$ cat src/rtl/jtag_master.sv
// jtag_master: brings the target TAP to Run-Test/Idle after reset, then runs
// single IR or DR scans on request. Each TCK period takes two system clocks
// (low phase, then high phase); tms/tdi change only when a low phase begins and
// tdo is sampled on the clock edge that ends a high phase.
module jtag_master #(
  parameter int max_len = 32
) (
  input  logic                     clock,
  input  logic                     reset_n,
  input  logic                     start,
  input  logic                     is_ir,
  input  logic [$clog2(max_len):0] length,
  input  logic [max_len-1:0]       tdi_data,
  input  logic                     tdo,
  output logic                     tck,
  output logic                     tms,
  output logic                     tdi,
  output logic                     busy,
  output logic                     done,
  output logic [max_len-1:0]       tdo_data
);

  localparam int LW = $clog2(max_len) + 1;
  localparam int CW = (LW > 3) ? LW : 3;
  localparam logic [LW-1:0] MaxLen = LW'(max_len);

  typedef enum logic [2:0] {
    TLR_SEQ,
    IDLE,
    HEADER,
    SHIFT,
    TRAILER,
    FIN
  } state_e;

  state_e             state_q, state_d;
  logic               phase_q, phase_d;
  logic [CW-1:0]      bitCnt_q, bitCnt_d;
  logic               isIr_q, isIr_d;
  logic [LW-1:0]      len_q, len_d;
  logic [max_len-1:0] data_q, data_d;
  logic [max_len-1:0] tdoData_q, tdoData_d;
  logic               tck_q, tck_d;
  logic               tms_q, tms_d;
  logic               tdi_q, tdi_d;
  logic               busy_q, busy_d;
  logic               done_q, done_d;

  logic [CW-1:0]      lastIdx;
  logic [CW-1:0]      hdrLast;
  logic [max_len-1:0] tdoBit;

  assign lastIdx = CW'(len_q) - CW'(1);
  assign hdrLast = isIr_q ? CW'(3) : CW'(2);

  // State and registered JTAG pins; reset parks the pins at the TLR start values.
  always_ff @(posedge clock or negedge reset_n) begin
    if (!reset_n) begin
      state_q   <= TLR_SEQ;
      phase_q   <= 1'b0;
      bitCnt_q  <= '0;
      isIr_q    <= 1'b0;
      len_q     <= '0;
      data_q    <= '0;
      tdoData_q <= '0;
      tck_q     <= 1'b0;
      tms_q     <= 1'b1;
      tdi_q     <= 1'b0;
      busy_q    <= 1'b1;
      done_q    <= 1'b0;
    end else begin
      state_q   <= state_d;
      phase_q   <= phase_d;
      bitCnt_q  <= bitCnt_d;
      isIr_q    <= isIr_d;
      len_q     <= len_d;
      data_q    <= data_d;
      tdoData_q <= tdoData_d;
      tck_q     <= tck_d;
      tms_q     <= tms_d;
      tdi_q     <= tdi_d;
      busy_q    <= busy_d;
      done_q    <= done_d;
    end
  end

  // Next-state: advance phase/period counters, capture a request, collect tdo bits.
  always_comb begin
    state_d   = state_q;
    phase_d   = phase_q;
    bitCnt_d  = bitCnt_q;
    isIr_d    = isIr_q;
    len_d     = len_q;
    data_d    = data_q;
    tdoData_d = tdoData_q;
    tdoBit    = '0;
    tdoBit[0] = tdo;
    unique case (state_q)
      TLR_SEQ: begin
        phase_d = ~phase_q;
        if (phase_q) begin
          if (bitCnt_q == CW'(5)) begin
            state_d  = IDLE;
            bitCnt_d = '0;
          end else begin
            bitCnt_d = bitCnt_q + 1'b1;
          end
        end
      end
      IDLE: begin
        if (start && (length != '0)) begin
          state_d   = HEADER;
          phase_d   = 1'b0;
          bitCnt_d  = '0;
          isIr_d    = is_ir;
          len_d     = (length > MaxLen) ? MaxLen : length;
          data_d    = tdi_data;
          tdoData_d = '0;
        end
      end
      HEADER: begin
        phase_d = ~phase_q;
        if (phase_q) begin
          if (bitCnt_q == hdrLast) begin
            state_d  = SHIFT;
            bitCnt_d = '0;
          end else begin
            bitCnt_d = bitCnt_q + 1'b1;
          end
        end
      end
      SHIFT: begin
        phase_d = ~phase_q;
        if (phase_q) begin
          tdoData_d = tdoData_q | (tdoBit << bitCnt_q);
          if (bitCnt_q >= lastIdx) begin
            state_d  = TRAILER;
            bitCnt_d = '0;
          end else begin
            bitCnt_d = bitCnt_q + 1'b1;
            data_d   = data_q >> 1;
          end
        end
      end
      TRAILER: begin
        phase_d = ~phase_q;
        if (phase_q) begin
          if (bitCnt_q == CW'(1)) begin
            state_d  = FIN;
            bitCnt_d = '0;
          end else begin
            bitCnt_d = bitCnt_q + 1'b1;
          end
        end
      end
      FIN: begin
        state_d = IDLE;
        phase_d = 1'b0;
      end
      default: begin
        state_d  = TLR_SEQ;
        phase_d  = 1'b0;
        bitCnt_d = '0;
      end
    endcase
  end

  // Output: pin values for the upcoming state/period, registered next clock.
  always_comb begin
    tck_d  = 1'b0;
    tms_d  = 1'b0;
    tdi_d  = 1'b0;
    busy_d = 1'b1;
    done_d = 1'b0;
    case (state_d)
      TLR_SEQ: begin
        tck_d = phase_d;
        tms_d = (bitCnt_d != CW'(5));
      end
      IDLE: begin
        busy_d = 1'b0;
      end
      HEADER: begin
        tck_d = phase_d;
        tms_d = isIr_d ? (bitCnt_d < CW'(2)) : (bitCnt_d == '0);
      end
      SHIFT: begin
        tck_d = phase_d;
        tms_d = (bitCnt_d == lastIdx);
        tdi_d = data_d[0];
      end
      TRAILER: begin
        tck_d = phase_d;
        tms_d = (bitCnt_d == '0);
      end
      FIN: begin
        busy_d = 1'b0;
        done_d = 1'b1;
      end
      default: begin
        tms_d = 1'b1;
      end
    endcase
  end

  assign tck      = tck_q;
  assign tms      = tms_q;
  assign tdi      = tdi_q;
  assign busy     = busy_q;
  assign done     = done_q;
  assign tdo_data = tdoData_q;

endmodule

$ cat config.mk
export PLATFORM = sky130hd
export DESIGN_NAME = jtag_master
export DESIGN_NICKNAME = d
export VERILOG_FILES = /design/src/rtl/jtag_master.sv
export SDC_FILE = /design/constraint.sdc
export NUM_CORES = 1
export LEC_CHECK = 0
export CAP_MARGIN = 20
export CORE_MARGIN = 5
export CORE_UTILIZATION = 40
export DETAILED_ROUTE_END_ITERATION = 7
export HOLD_SLACK_MARGIN = 0.12
export PLACE_DENSITY_LB_ADDON = 0.1
export SYNTH_ARGS = -nofsm -noshare
export SYNTH_HDL_FRONTEND = slang
export SYNTH_SLANG_ARGS = --single-unit
$ cat constraint.sdc
create_clock -name clock -period 5.8 [get_ports clock]
set_clock_uncertainty 0.15 [all_clocks]
set_input_delay 1.45 -clock clock [delete_from_list [all_inputs] [get_ports clock]]
set_output_delay 1.45 -clock clock [all_outputs]
set_load 0.02 [all_outputs]
## Word-level counts from Yosys, hierarchy flattened

Index checks and enable logic that the tools add are counted.

- Input bits: 43
- Word-level logic and storage cells: 90
- Bits in registers: 86

- Bitwise gates (word level): 2
- Order comparisons: 3
- Eq/ne operators: 18
- Shifts and indexed selects: 1
- Reduce and logical (&&, ||, !) cells: 12
- Multiplexer cells: 39
- Add/sub/neg operators: 2

Operators by type and width:

| operator | number |
|---|---|
| $mux W32 | 5 |
| $pmux W32 S2 | 2 |
| $mux W6 | 10 |
| $pmux W6 S6 | 1 |
| $or A32 B32 Y32 | 1 |
| $shl A1 B6 Y32 | 1 |
| $mux W3 | 9 |
| $pmux W3 S6 | 1 |
| $eq A3 B2 Y1 const B | 4 |
| $eq A3 B3 Y1 const B | 4 |
| $mux W1 | 9 |
| $reduce_or A4 Y1 | 2 |
| $add A6 B1 Y6 const B | 1 |
| $eq A3 B1 Y1 const B | 2 |
| $eq A6 B1 Y1 const B | 1 |
| $eq A6 B2 Y1 | 1 |
| $eq A6 B3 Y1 const B | 1 |
| $eq A6 B6 Y1 | 1 |
| $ge A6 B6 Y1 | 1 |
| $gt A6 B6 Y1 const B | 1 |
| $logic_not A3 Y1 | 2 |
| $logic_not A6 Y1 | 1 |
| $lt A6 B2 Y1 const B | 1 |
| $ne A2 B2 Y1 const B | 3 |
| 12 further kinds | 12 |

## Logic depth before layout (Yosys ltp)

Gate-level depths: netlist of the first run.

- Word-level depth: 8
- Mapped depth: 14
- Gate-level depth less buffers: 14

## Worst setup path before layout of the first run

OpenSTA, ideal clock, no wires.

- Path kind: in2reg
- Start: input port length[0]
- End: register tms_q (netlist: tms)
- Stages on the path: 9
- Path buffers: 0
- Required time: 5.553 ns
- Arrival time: 3.361 ns
- Path slack: 2.192 ns
- Path through: or4_4 > o31a_1 > nand2_2 > a21oi_1 > nor4_1 > a221o_1 > xor2_1 > nand4_1 > o41ai_2

- Longest elaborated chain between the ends: 7

RTL lines:

| element | line | source |
|---|---|---|
| start, declared | 12 | `input logic [$clog2(max_len):0] length,` |
| $reduce_bool A6 Y1 * | 111 | `if (start && (length != '0)) begin` |
| $logic_and A1 B1 Y1 * | 111 |  |
| $mux W6 * | 111 |  |
| $pmux W6 S6 * | 98 | `unique case (state_q)` |
| via bitCnt_d[4] | 38 | `logic [CW-1:0] bitCnt_q, bitCnt_d;` |
| $lt A6 B2 Y1 / $logic_not A6 Y1 (equally long branches) | 185, 194 |  |
| $mux W1 | 185 | `tms_d = isIr_d ? (bitCnt_d < CW'(2)) : (bitCnt_d == '0);` |
| $pmux W1 S5 * | 175 | `case (state_d)` |
| via tms_d | 44 | `logic tms_q, tms_d;` |
| end signal, assigned | 80 | `tms_q <= tms_d;` |
| end, declared | 44 |  |

The timed path passes the listed nets; every way through them passes the cells marked *.
A chain may end at the register's enable or synchronous reset.

## Worst setup path in the final report of the first run

- Start: register len_q[2]
- End: register data_q[14]

- Longest elaborated chain between the ends: 4

RTL lines:

| element | line | source |
|---|---|---|
| start, declared | 40 | `logic [LW-1:0] len_q, len_d;` |
| start signal, assigned | 76 | `len_q <= len_d;` |
| $sub A6 B1 Y6 | 53 | `assign lastIdx = CW'(len_q) - CW'(1);` |
| $ge A6 B6 Y1 | 136 | `if (bitCnt_q >= lastIdx) begin` |
| $ne A2 B2 Y1 (no line) | - |  |
| $reduce_and A4 Y1 (no line) | - |  |
| end signal, assigned | 77 | `data_q <= data_d;` |
| end, declared | 41 | `logic [max_len-1:0] data_q, data_d;` |

Every way passes these cells.

==> results of run 1 <==
## placed cells by master, fill, tap and decap left out, drive strengths merged, types with 2 or more instances in the layout
cell type      instances
dfrtp                 84
clkdlybuf4s50         78
mux2i                  3
a21oi                 42
xor2                   6
nand3b                 6
and2                   3
buf                    4
nand3                  7
nand4                  3
dfstp                  2
a211oi                 2
a21o                   3
and3                   9
o31ai                  2
nand2b                 8
a222oi                30
xnor2                  6
nor2                  53
inv                   46
clkbuf                10
nand2                 22
o22ai                  2
ha                     9
o31a                   4
a31oi                  2
a22oi                  3
nor3                   7
o21ai                  9
o221ai                 2
and4                   2
## synthesized netlist by cell type (2+ instances only)
library cell and instances:
a21o_1 3, a22oi_1 3, clkbuf_1 15, inv_1 42
xor2_1 6, dfrtp_1 84, a222oi_1 30, nand2b_1 8
and4_1 2, a31oi_1 2, nand2_1 20, o31a_1 3
o21ai_0 7, dfstp_2 2, nor2_1 53, xnor2_1 6
a211oi_1 2, mux2i_1 3, and2_1 2, nand3_1 7
nand3b_1 6, a21oi_1 42, buf_1 8, nand4_1 3
nand2_2 2, nor3_1 7, o221ai_1 2, o22ai_1 2
ha_1 9, and3_1 8
## state kept, by name, summed over array words and instances, names as in the netlist, 3 cells and up
| name | flops |
|---|---|
| bitCnt_q | 6 |
| data_q | 32 |
| len_q | 6 |
| state_q | 3 |
| tdo_data | 32 |
## per-stage QoR
step | hold WS [ps] | area (um2) | util [%]
finish | 349 | 5250 | 51.6
global route | 369 | 5250 | 51.6
CTS | 353 | 5230 | 51.3
detailed placement | 330 | 5010 | 49.2
global placement | 321 | 5010 | 49.2
floorplan | 308 | 4130 | -
## report_power, final
part	internal, W	switching [W]	leakage (nW)	total, W
Sequential	0.000773	0.000174	1.13	0.000947
Clock	0.000218	0.000231	0.108	0.000449
Combinational	0.000452	0.000578	1.24	0.00103
## worst max-delay path: stages, from the launching register on
cell and delay (ps):
dfrtp_1 420, or3_1 390, nor3_1 210, xnor2_1 220
ha_1 340, a21o_1 200, a31oi_1 220, o21ai_0 280
or2_2 380, mux2i_1 140, nand2_1 610, a222oi_1 570
inv_1 70
## worst max path at each step
stage	start	endpoint	slack, ps	depth (start not counted)
floorplan	length[0]	tms$_DFF_PN1_	2190	9
global placement	length[0]	tms$_DFF_PN1_	1580	10
detailed placement	len_q[2]$_DFFE_PN0P_	data_q[1]$_DFFE_PN0P_	1510	12
CTS	len_q[2]$_DFFE_PN0P_	data_q[1]$_DFFE_PN0P_	1520	12
global route	len_q[2]$_DFFE_PN0P_	data_q[11]$_DFFE_PN0P_	1120	12
finish	len_q[2]$_DFFE_PN0P_	data_q[14]$_DFFE_PN0P_	1490	12
## routing by layer
metal	part of all wire, %	vias up
li1	-	1626
met1	43	1706
met2	49	109
met3	6.3	12
met4	1.3	0
met5	0	-
## final cells by class
class / instances / area, um2
timing repair buffer: 82 / 831
inverter: 42 / 158
multi-input combinational: 263 / 1730
clock buffer: 10 / 138
clock inverter: 6 / 73.8
tap: 136 / 170
fill: 956 / 4930
sequential: 86 / 2150
## logic make-up (layout without fill, tap and decap cells)
family,count (synthesis),after routing
adder cells (fa/ha/maj),9,9
AND/OR/NAND/NOR,126,126
XOR/XNOR,12,12
multiplexers,3,3
buffers and inverters,67,140
flip-flops,86,86
AO/OA/AOI/OAI,113,113
==> run summary, run 1 <==
CTS tree = built
crit-path max FO = 31
Synth cell types = 57
flop2flop setup slack = 1490 ps
Max Slew Vio Count = 0
chip width = 112 um
main combinational cell family by area after synthesis = compound AO/OA/AOI/OAI gates
Die ar. = 0.0125 mm2
synth top area cells = dfrtp_1 (51%), a222oi_1 (7.3%), a21oi_1 (5.1%), nor2_1 (4.8%), inv_1 (3.8%)
setup bufs post-CTS = 0
Rows = 37
fraction of layout cells with a size suffix above 1 = 7.77%
pin count of the biggest net entering global routing = 87
DR iter-0 viols = 356
Compound-Gate Fraction of Synth Area = 20.6%
VDD IR-drop max = 222 uV
FF-to-FF path depth = 12
worst hold path cell count = 2
total number of vias = 3,453
DRT antenna net count = 0
Placed Instances = 608
fraction of registers with async set/reset = 100%
Adder-Cell Fraction of Synth Area = 2.72%
min-delay worst type = flop to flop
Worst R2R End = data_q[14]$_DFFE_PN0P_
Worst Slack Setup Final = 1490 ps
hold_buf cts = 0
crit start category = flop
drt total wl = 10.9 mm
min-delay src = data_q[14]$_DFFE_PN0P_
r2r startpoint = len_q[2]$_DFFE_PN0P_
xor/xnor cell area share of the yosys netlist = 2.54%
Crit path arrival time = 4400 ps
DR vias/cell = 5.52
Synth Register Bits = 86
IO Port Bufs = 79
Synth top area share = 50.8%
Longest Clk Path Bufs = 2
Residual DRC = 0
Placer Congestion = 0.962
Fmax = 232 MHz
initial antenna violation count = 0
chip height = 112 um
setup_tns = 0 ps
Worst Path Required = 5890 ps
status = complete, no violations
largest area contributor in the netlist = dfrtp_1
Power Total = 0.00243 W
Routed WL per cell = 17.4 um
GR Util All Layers = 17.7%
most crowded layer after global routing = met2
clk sinks = 86
syn_nets = 468
final global-route overflow total = 0
RSZ-0062 raised after global routing = no
EDFF count, synth = 0
CP Capture Type = flop
H-Tree Depth = 3
Final period util = 74.2%
Core Area = 0.0102 mm2
number of global-route vias before repair = 3,446
Hold Path Sink = data_q[13]$_DFFE_PN0P_
Pleak = 2.48 nW
min Tclk post-route = 4310 ps
main flop type after synthesis = dfrtp_1
Initial Utilization = 40.6%
P per Cell Area = 462 mW/mm2
# diodes = 0
register area share after synthesis = 52.1%
CTS Buf Count = 9
post-cts repair resize count = 0
critical path class = flop to flop
worst slew pin tran = 1020 ps
routing usage on met1 = 23.5%
I/O pins = 80
multiplexer area fraction after synthesis = 0.726%
warning count from the yosys run = 0
GRT met2 Usage = 28.1%
Max Cap Viol = 0
clock-pin slew on the worst setup and hold paths = 90 ps
Final Hold Viols = 0
TritonRoute pass-1 iters = 7
DP HPWL = 7.53 mm
Synth Area per Inst = 9.94 um2
Worst slew margin = 31.6%
synthesized instance count = 416
Finished Layout Cells = 625
Layout area overhead = 27.1%
pre-CTS WS = 1510 ps
first-pass GRT wire length = 18.0 mm
met3 Use GR = 5.49%
clk_lat worst skew = 360 ps
Finish-stage setup viols = 0
Layout Nets = 536
simple-gate share of the synthesized area = 15.0%
Clk Tree Root Cell = clkbuf_8
cell area after synthesis = 0.00413 mm2
Note: power is estimated with default switching activity, not from simulation.
==> inputs of run 2 (changes only) <==
Clock period 5.8 ns to 3.69 ns, I/O delays scaled along.
==> run 2 against run 1 <==
  * Total power increased by 63%
  * Fmax increased by 21%
  * Worst setup slack worse by 1400 ps
  * Non-clock buffer count is 12 higher
  * Critical path type unchanged
  * Critical endpoint is now tms$_DFF_PN1_
  * Highest routed layer unchanged
==> run summary, run 2 (synthesis results as in run 1) <==
H-Tree Depth = 3 (unchanged)
fin area = 0.00537 mm2 (was 0.00525 mm2)
DR vias/cell = 5.46 (was 5.52)
Residual DRC = 0 (unchanged)
CP Capture Type = flop (unchanged)
critical path class = flop to flop (unchanged)
Largest stage delay, worst path = 420 ps (was 610 ps)
Finished Layout Cells = 637 (was 625)
Area after DPL = 0.00512 mm2 (was 0.00501 mm2)
fraction of layout cells with a size suffix above 1 = 10.4% (was 7.77%)
pin count of the biggest net entering global routing = 69 (was 87)
drt total wl = 10.8 mm (was 10.9 mm)
chip width = 112 um (unchanged)
min-delay worst type = flop to flop (unchanged)
TritonRoute pass-1 iters = 6 (was 7)
clk_lat worst skew = 350 ps (was 360 ps)
crit-path max FO = 4 (was 31)
Core Area = 0.0102 mm2 (unchanged)
Placer Congestion = 0.871 (was 0.962)
DRT antenna net count = 0 (unchanged)
crit start category = flop (unchanged)
Clk Tree Root Cell = clkbuf_8 (unchanged)
min Tclk post-route = 3570 ps (was 4310 ps)
CTS Buf Count = 9 (unchanged)
Finish-stage setup viols = 0 (unchanged)
Multi-input gate area = 0.00174 mm2 (was 0.00173 mm2)
Placed Instances = 620 (was 608)
Pleak = 2.55 nW (was 2.48 nW)
Rows = 37 (unchanged)
Max Cap Viol = 0 (unchanged)
Worst Path Required = 3820 ps (was 5890 ps)
Fmax = 280 MHz (was 232 MHz)
hold_buf cts = 0 (unchanged)
Crit path arrival time = 3710 ps (was 4400 ps)
clock-pin slew on the worst setup and hold paths = 90 ps (about the same)
CTS tree = built (unchanged)
DP HPWL = 7.63 mm (was 7.53 mm)
Slowest-stage cell, CP = or3_1 (was nand2_1)
Worst slew margin = 52.5% (was 31.6%)
VDD IR-drop max = 322 uV (was 222 uV)
Max Slew Vio Count = 0 (unchanged)
clk sinks = 86 (unchanged)
P per Cell Area = 735 mW/mm2 (was 462 mW/mm2)
most common cell after layout, fill and taps aside = dfrtp_1 (unchanged)
# diodes = 0 (unchanged)
Layout Nets = 548 (was 536)
DR iter-0 viols = 268 (was 356)
most frequent cells in the layout = dfrtp_1 (84), clkdlybuf4s50_1 (78), nor2_1 (53) (unchanged)
crit-path cells = or3_1, nor3_2, xnor2_1, ha_1, nand4_1, o211ai_1, nand2_2, and3_1, a221o_1, buf_4, o31a_1, a41oi_2, o41ai_2 (was or3_1, nor3_1, xnor2_1, ha_1, a21o_1, a31oi_1, o21ai_0, or2_2, mux2i_1, nand2_1, a222oi_1, inv_1)
first-pass GRT wire length = 17.9 mm (was 18.0 mm)
GR Util All Layers = 17.7% (about the same)
total number of vias = 3,479 (was 3,453)
Filler Cell Count = 956 (unchanged)
final global-route overflow total = 0 (unchanged)
Final Hold Viols = 0 (unchanged)
initial antenna violation count = 0 (unchanged)
Power Total = 0.00395 W (was 0.00243 W)
I/O pins = 80 (unchanged)
Die ar. = 0.0125 mm2 (unchanged)
IO Port Bufs = 79 (unchanged)
Reg area = 0.00215 mm2 (unchanged)
Routed WL per cell = 17.0 um (was 17.4 um)
Longest Clk Path Bufs = 2 (unchanged)
Final period util = 96.8% (was 74.2%)
Layout area overhead = 29.9% (was 27.1%)
Initial Utilization = 40.6% (unchanged)
status = complete, no violations (unchanged)
worst slew pin tran = 713 ps (was 1020 ps)
number of global-route vias before repair = 3,537 (was 3,446)
chip height = 112 um (unchanged)
==> run 2: cell count changes in the layout (fill, tap and decap cells not counted), sizes merged <==
cell | before | now
buf | 4 | 16
bufinv | 1 | 2
clkinv | 1 | 0
==> run 2: power by group <==
part	internal [W]	total, W	switching (W)
Combinational	0.000782	0.00170	0.000915
Sequential	0.00121	0.00147	0.000255
Clock	0.000412	0.000782	0.000369
==> run 2: worst max-delay path: cells and delay by family (launching register included) <==
kind	cells	cell delay, ps
compound gates	5	1270
xor+xnor	1	130
fa+ha+maj	1	370
buf+inv	1	150
flops	1	380
simple gates	5	1060
==> run 2: timing repair <==
action / 4_1_cts / 5_1_grt
buffers inserted: 0 / 1
setup endpoints to repair: 0 / 31
gates resized for setup: 0 / 2
==> run 2: through the flow <==
| stage | util (%) | setup TNS (ps) | hold slack (ps) | setup slack, ps |
|---|---|---|---|---|
| finish | 52.7 | 0 | 347 | 118 |
| global route | 52.7 | -19.5 | 371 | -19.5 |
| CTS | 52.6 | 0 | 350 | 87.8 |
| detailed placement | 50.2 | 0 | 330 | 81.1 |
| global placement | 50.2 | 0 | 322 | 110 |
| floorplan | - | 0 | 308 | 388 |
==> run 2: worst paths after layout <==
check	from	to	slack, ps	cells past startpoint
worst min register to register	data_q[8]$_DFFE_PN0P_	data_q[7]$_DFFE_PN0P_	350	2
worst max-delay path	len_q[1]$_DFFE_PN0P_	tms$_DFF_PN1_	120	13
worst min-delay path	data_q[8]$_DFFE_PN0P_	data_q[7]$_DFFE_PN0P_	350	2
worst max register to register	len_q[1]$_DFFE_PN0P_	tms$_DFF_PN1_	120	13
max in group asynchronous	reset_n	tms$_DFF_PN1_	2130	2
min in group asynchronous	reset_n	len_q[3]$_DFFE_PN0P_	450	1
==> run 2: layer usage <==
metal,up-vias,track usage [%],wire (um)
met5,-,0,0
met4,0,5.19,204
met3,20,4.67,705
met2,108,28.1,5080
met1,1696,23.7,4850
li1,1655,-,-
==> run 2: cell type report <==
type	instances	share of cell area, %
sequential	86	40.1
multi-input combinational	263	32.4
timing repair buffer	94	17.0
tap	136	3.17
inverter	42	2.94
clock buffer	10	2.56
clock inverter	6	1.82
==> inputs of run 3 (changes only) <==
Settings changed: ABC_AREA from default to 1, PLACE_DENSITY from default to 0.77, PLACE_DENSITY_LB_ADDON 0.1 to default.
==> run 3 against run 2 <==
  * Worst hold slack worse by 5.7 ps
  * Routed wire length grew 5.4%
  * Clock power up 12%
  * Via count is 17% higher
  * Combinational power decreased by 94%
  * Clock-buffer cell count is 2 higher
  * Design area up 8.0%
  * Flip-flop and latch count is the same
  * Worst setup slack better by 460 ps
  * Non-clock buffer count is 10 lower
  * Final cell count up 26%
==> run summary, run 3 <==
Synth Register Bits = 86 (unchanged)
Max Slew Vio Count = 0 (unchanged)
Worst Path Required = 3820 ps (about the same)
Worst slew margin = 58.7% (was 52.5%)
crit-path max FO = 5 (was 4)
critical path class = flop to flop (unchanged)
setup bufs post-CTS = 0 (unchanged)
Longest Clk Path Bufs = 2 (unchanged)
CP Capture Type = flop (unchanged)
Finish-stage setup viols = 0 (unchanged)
chip width = 117 um (was 112 um)
DRT antenna net count = 0 (unchanged)
IO Port Bufs = 79 (unchanged)
hold_buf cts = 0 (unchanged)
Clk Tree Root Cell = clkbuf_16 (was clkbuf_8)
Die ar. = 0.0137 mm2 (was 0.0125 mm2)
Routed WL per cell = 14.3 um (was 17.0 um)
r2r startpoint = len_q[0]$_DFFE_PN0P_ (was len_q[1]$_DFFE_PN0P_)
Placer Congestion = 0.959 (was 0.871)
fraction of layout cells with a size suffix above 1 = 8.07% (was 10.4%)
Layout Nets = 705 (was 548)
GR Util All Layers = 17.7% (about the same)
status = complete, no violations (unchanged)
Pleak = 2.77 nW (was 2.55 nW)
chip height = 117 um (was 112 um)
pin count of the biggest net entering global routing = 87 (was 69)
synth top area cells = dfrtp_1 (46%), nand2_1 (10%), inv_1 (8.4%), o221ai_1 (5.5%), nor2_1 (4.9%) (was dfrtp_1 (51%), a222oi_1 (7.3%), a21oi_1 (5.1%), nor2_1 (4.8%), inv_1 (3.8%))
Rows = 39 (was 37)
register area share after synthesis = 47.1% (was 52.1%)
Residual DRC = 0 (unchanged)
worst slew pin tran = 617 ps (was 713 ps)
largest area contributor in the netlist = dfrtp_1 (unchanged)
warning count from the yosys run = 0 (unchanged)
Crit path arrival time = 3250 ps (was 3710 ps)
Hold Path Sink = tdo_data[9]$_DFFE_PN0P_ (was data_q[7]$_DFFE_PN0P_)
min Tclk post-route = 3120 ps (was 3570 ps)
VDD IR-drop max = 182 uV (was 322 uV)
flop2flop setup slack = 570 ps (was 120 ps)
crit start category = flop (unchanged)
CTS Buf Count = 9 (unchanged)
Layout area overhead = 26.7% (was 29.9%)
Synth cell types = 34 (was 57)
initial antenna violation count = 1 (was 0)
syn_nets = 628 (was 468)
DR vias/cell = 5.09 (was 5.46)
most common cell after layout, fill and taps aside = nand2_1 (was dfrtp_1)
min-delay src = tdo_data[9]$_DFFE_PN0P_ (was data_q[8]$_DFFE_PN0P_)
FF-to-FF path depth = 21 (was 13)
CTS tree = built (unchanged)
fraction of registers with async set/reset = 100% (unchanged)
post-cts repair resize count = 0 (unchanged)
clk_lat worst skew = 340 ps (was 350 ps)
DP HPWL = 8.49 mm (was 7.63 mm)
H-Tree Depth = 3 (unchanged)
Worst R2R End = tms$_DFF_PN1_ (unchanged)
RSZ-0062 raised after global routing = no
P per Cell Area = 334 mW/mm2 (was 735 mW/mm2)
final global-route overflow total = 0 (unchanged)
worst hold slack = 341 ps (was 347 ps)
min-delay worst type = flop to flop (unchanged)
drt total wl = 11.4 mm (was 10.8 mm)
top-count cell post-synth = nand2_1 (was dfrtp_1)
Synth Area per Inst = 7.95 um2 (was 9.94 um2)
Initial Utilization = 40.4% (was 40.6%)
synthesized instance count = 576 (was 416)
DR iter-0 viols = 216 (was 268)
I/O pins = 80 (unchanged)
Max Cap Viol = 0 (unchanged)
Core Area = 0.0113 mm2 (was 0.0102 mm2)
total number of vias = 4,077 (was 3,479)
main flop type after synthesis = dfrtp_1 (unchanged)
Commonest cells post-synth = nand2_1 (124), inv_1 (102), dfrtp_1 (84) (was dfrtp_1 (84), nor2_1 (53), a21oi_1 (42), inv_1 (42), a222oi_1 (30))
clk sinks = 86 (unchanged)
worst hold path cell count = 2 (unchanged)
Fmax = 321 MHz (was 280 MHz)
number of global-route vias before repair = 4,078 (was 3,537)
cell area after synthesis = 0.00458 mm2 (was 0.00413 mm2)
Synth top area share = 45.9% (was 50.8%)
EDFF count, synth = 0 (unchanged)
most frequent cells in the layout = nand2_1 (124), inv_1 (102), dfrtp_1 (84) (was dfrtp_1 (84), clkdlybuf4s50_1 (78), nor2_1 (53))
setup_tns = 0 ps (unchanged)
first-pass GRT wire length = 19.1 mm (was 17.9 mm)
TritonRoute pass-1 iters = 5 (was 6)
Final Hold Viols = 0 (unchanged)
clock-pin slew on the worst setup and hold paths = 60 ps (was 90 ps)
Final period util = 84.4% (was 96.8%)
-- run 3: cell count changes after synthesis, sizes merged, moves of 22 or more --
cell,previous run,this run
o221ai,2,29
a222oi,30,0
o21ai,9,31
a21oi,42,14
nand2,22,136
inv,42,107
-- run 3: how the worst max path moves through the flow --
stage / from / to / slack (ps) / depth (start not counted)
after floorplan: len_q[0]$_DFFE_PN0P_ / tms$_DFF_PN1_ / 1120 / 20
after global placement: len_q[0]$_DFFE_PN0P_ / tms$_DFF_PN1_ / 610 / 19
after detailed placement: len_q[0]$_DFFE_PN0P_ / tms$_DFF_PN1_ / 590 / 21
after CTS: len_q[0]$_DFFE_PN0P_ / tms$_DFF_PN1_ / 580 / 19
after global routing: len_q[0]$_DFFE_PN0P_ / tms$_DFF_PN1_ / 280 / 19
final: len_q[0]$_DFFE_PN0P_ / tms$_DFF_PN1_ / 570 / 21
-- run 3: kinds of logic after synthesis --
| kind of cell | Yosys count | synth area share, % |
|---|---|---|
| DFF | 86 | 47.1 |
| adders and majority gates | 9 | 2.46 |
| AOI/OAI and AO/OA | 89 | 12.6 |
| and+or+nand+nor | 257 | 25.3 |
| buffers and inverters | 128 | 11.2 |
| xor gates and xnor gates | 7 | 1.34 |
-- run 3: area by class of cell --
class	instances	area [um2]
flip-flops and latches	86	2150
multi-input cells	362	1910
well taps	143	179
diodes	1	2.50
repair buffers	84	858
fillers	1072	5520
clock inverters	3	46.3
clock buffers	12	236
inverters	110	414
-- run 3: report_power, final --
part	internal [W]	switching (W)	leakage, nW	total [W]
sequential	0.000951	0.00000435	1.05	0.000955
clock	0.000522	0.000353	0.133	0.000876
combinational	0.0000582	0.0000458	1.59	0.000104
-- run 3: worst max-delay path, stage by stage (launching register included) --
cell,delay [ps]
dfrtp_1,400
inv_1,130
ha_1,200
nand3_1,110
xor2_1,200
inv_1,100
ha_1,270
nand2_1,80
inv_1,40
a21oi_1,390
nand3_4,170
nand2_2,140
nand2_1,80
nand3_2,120
nand2_2,90
nand2_1,70
inv_1,40
nand2_1,50
nand2_1,50
nand2_1,80
inv_1,40
nand2_1,50
-- run 3: metrics by stage --
step / std cells / area [um2] / setup WS [ps] / total power [W] / util [%]
after floorplan: 576 / 4580 / 1120 / 0.000991 / -
after global placement: 784 / 5490 / 612 / 0.00107 / 48.5
after detailed placement: 784 / 5490 / 588 / 0.00107 / 48.5
after CTS: 799 / 5770 / 580 / 0.00196 / 51.0
after global routing: 801 / 5800 / 276 / 0.00200 / 51.2
final: 801 / 5800 / 574 / 0.00193 / 51.2
-- run 3: layer usage --
| metal | routed length (um) | GRT usage, % | up-vias |
|---|---|---|---|
| met5 | 0 | 0 | - |
| met4 | 289 | 7.65 | 0 |
| met3 | 551 | 3.14 | 23 |
| met2 | 5600 | 29.3 | 110 |
| met1 | 4980 | 22.9 | 1941 |
| li1 | - | - | 2003 |
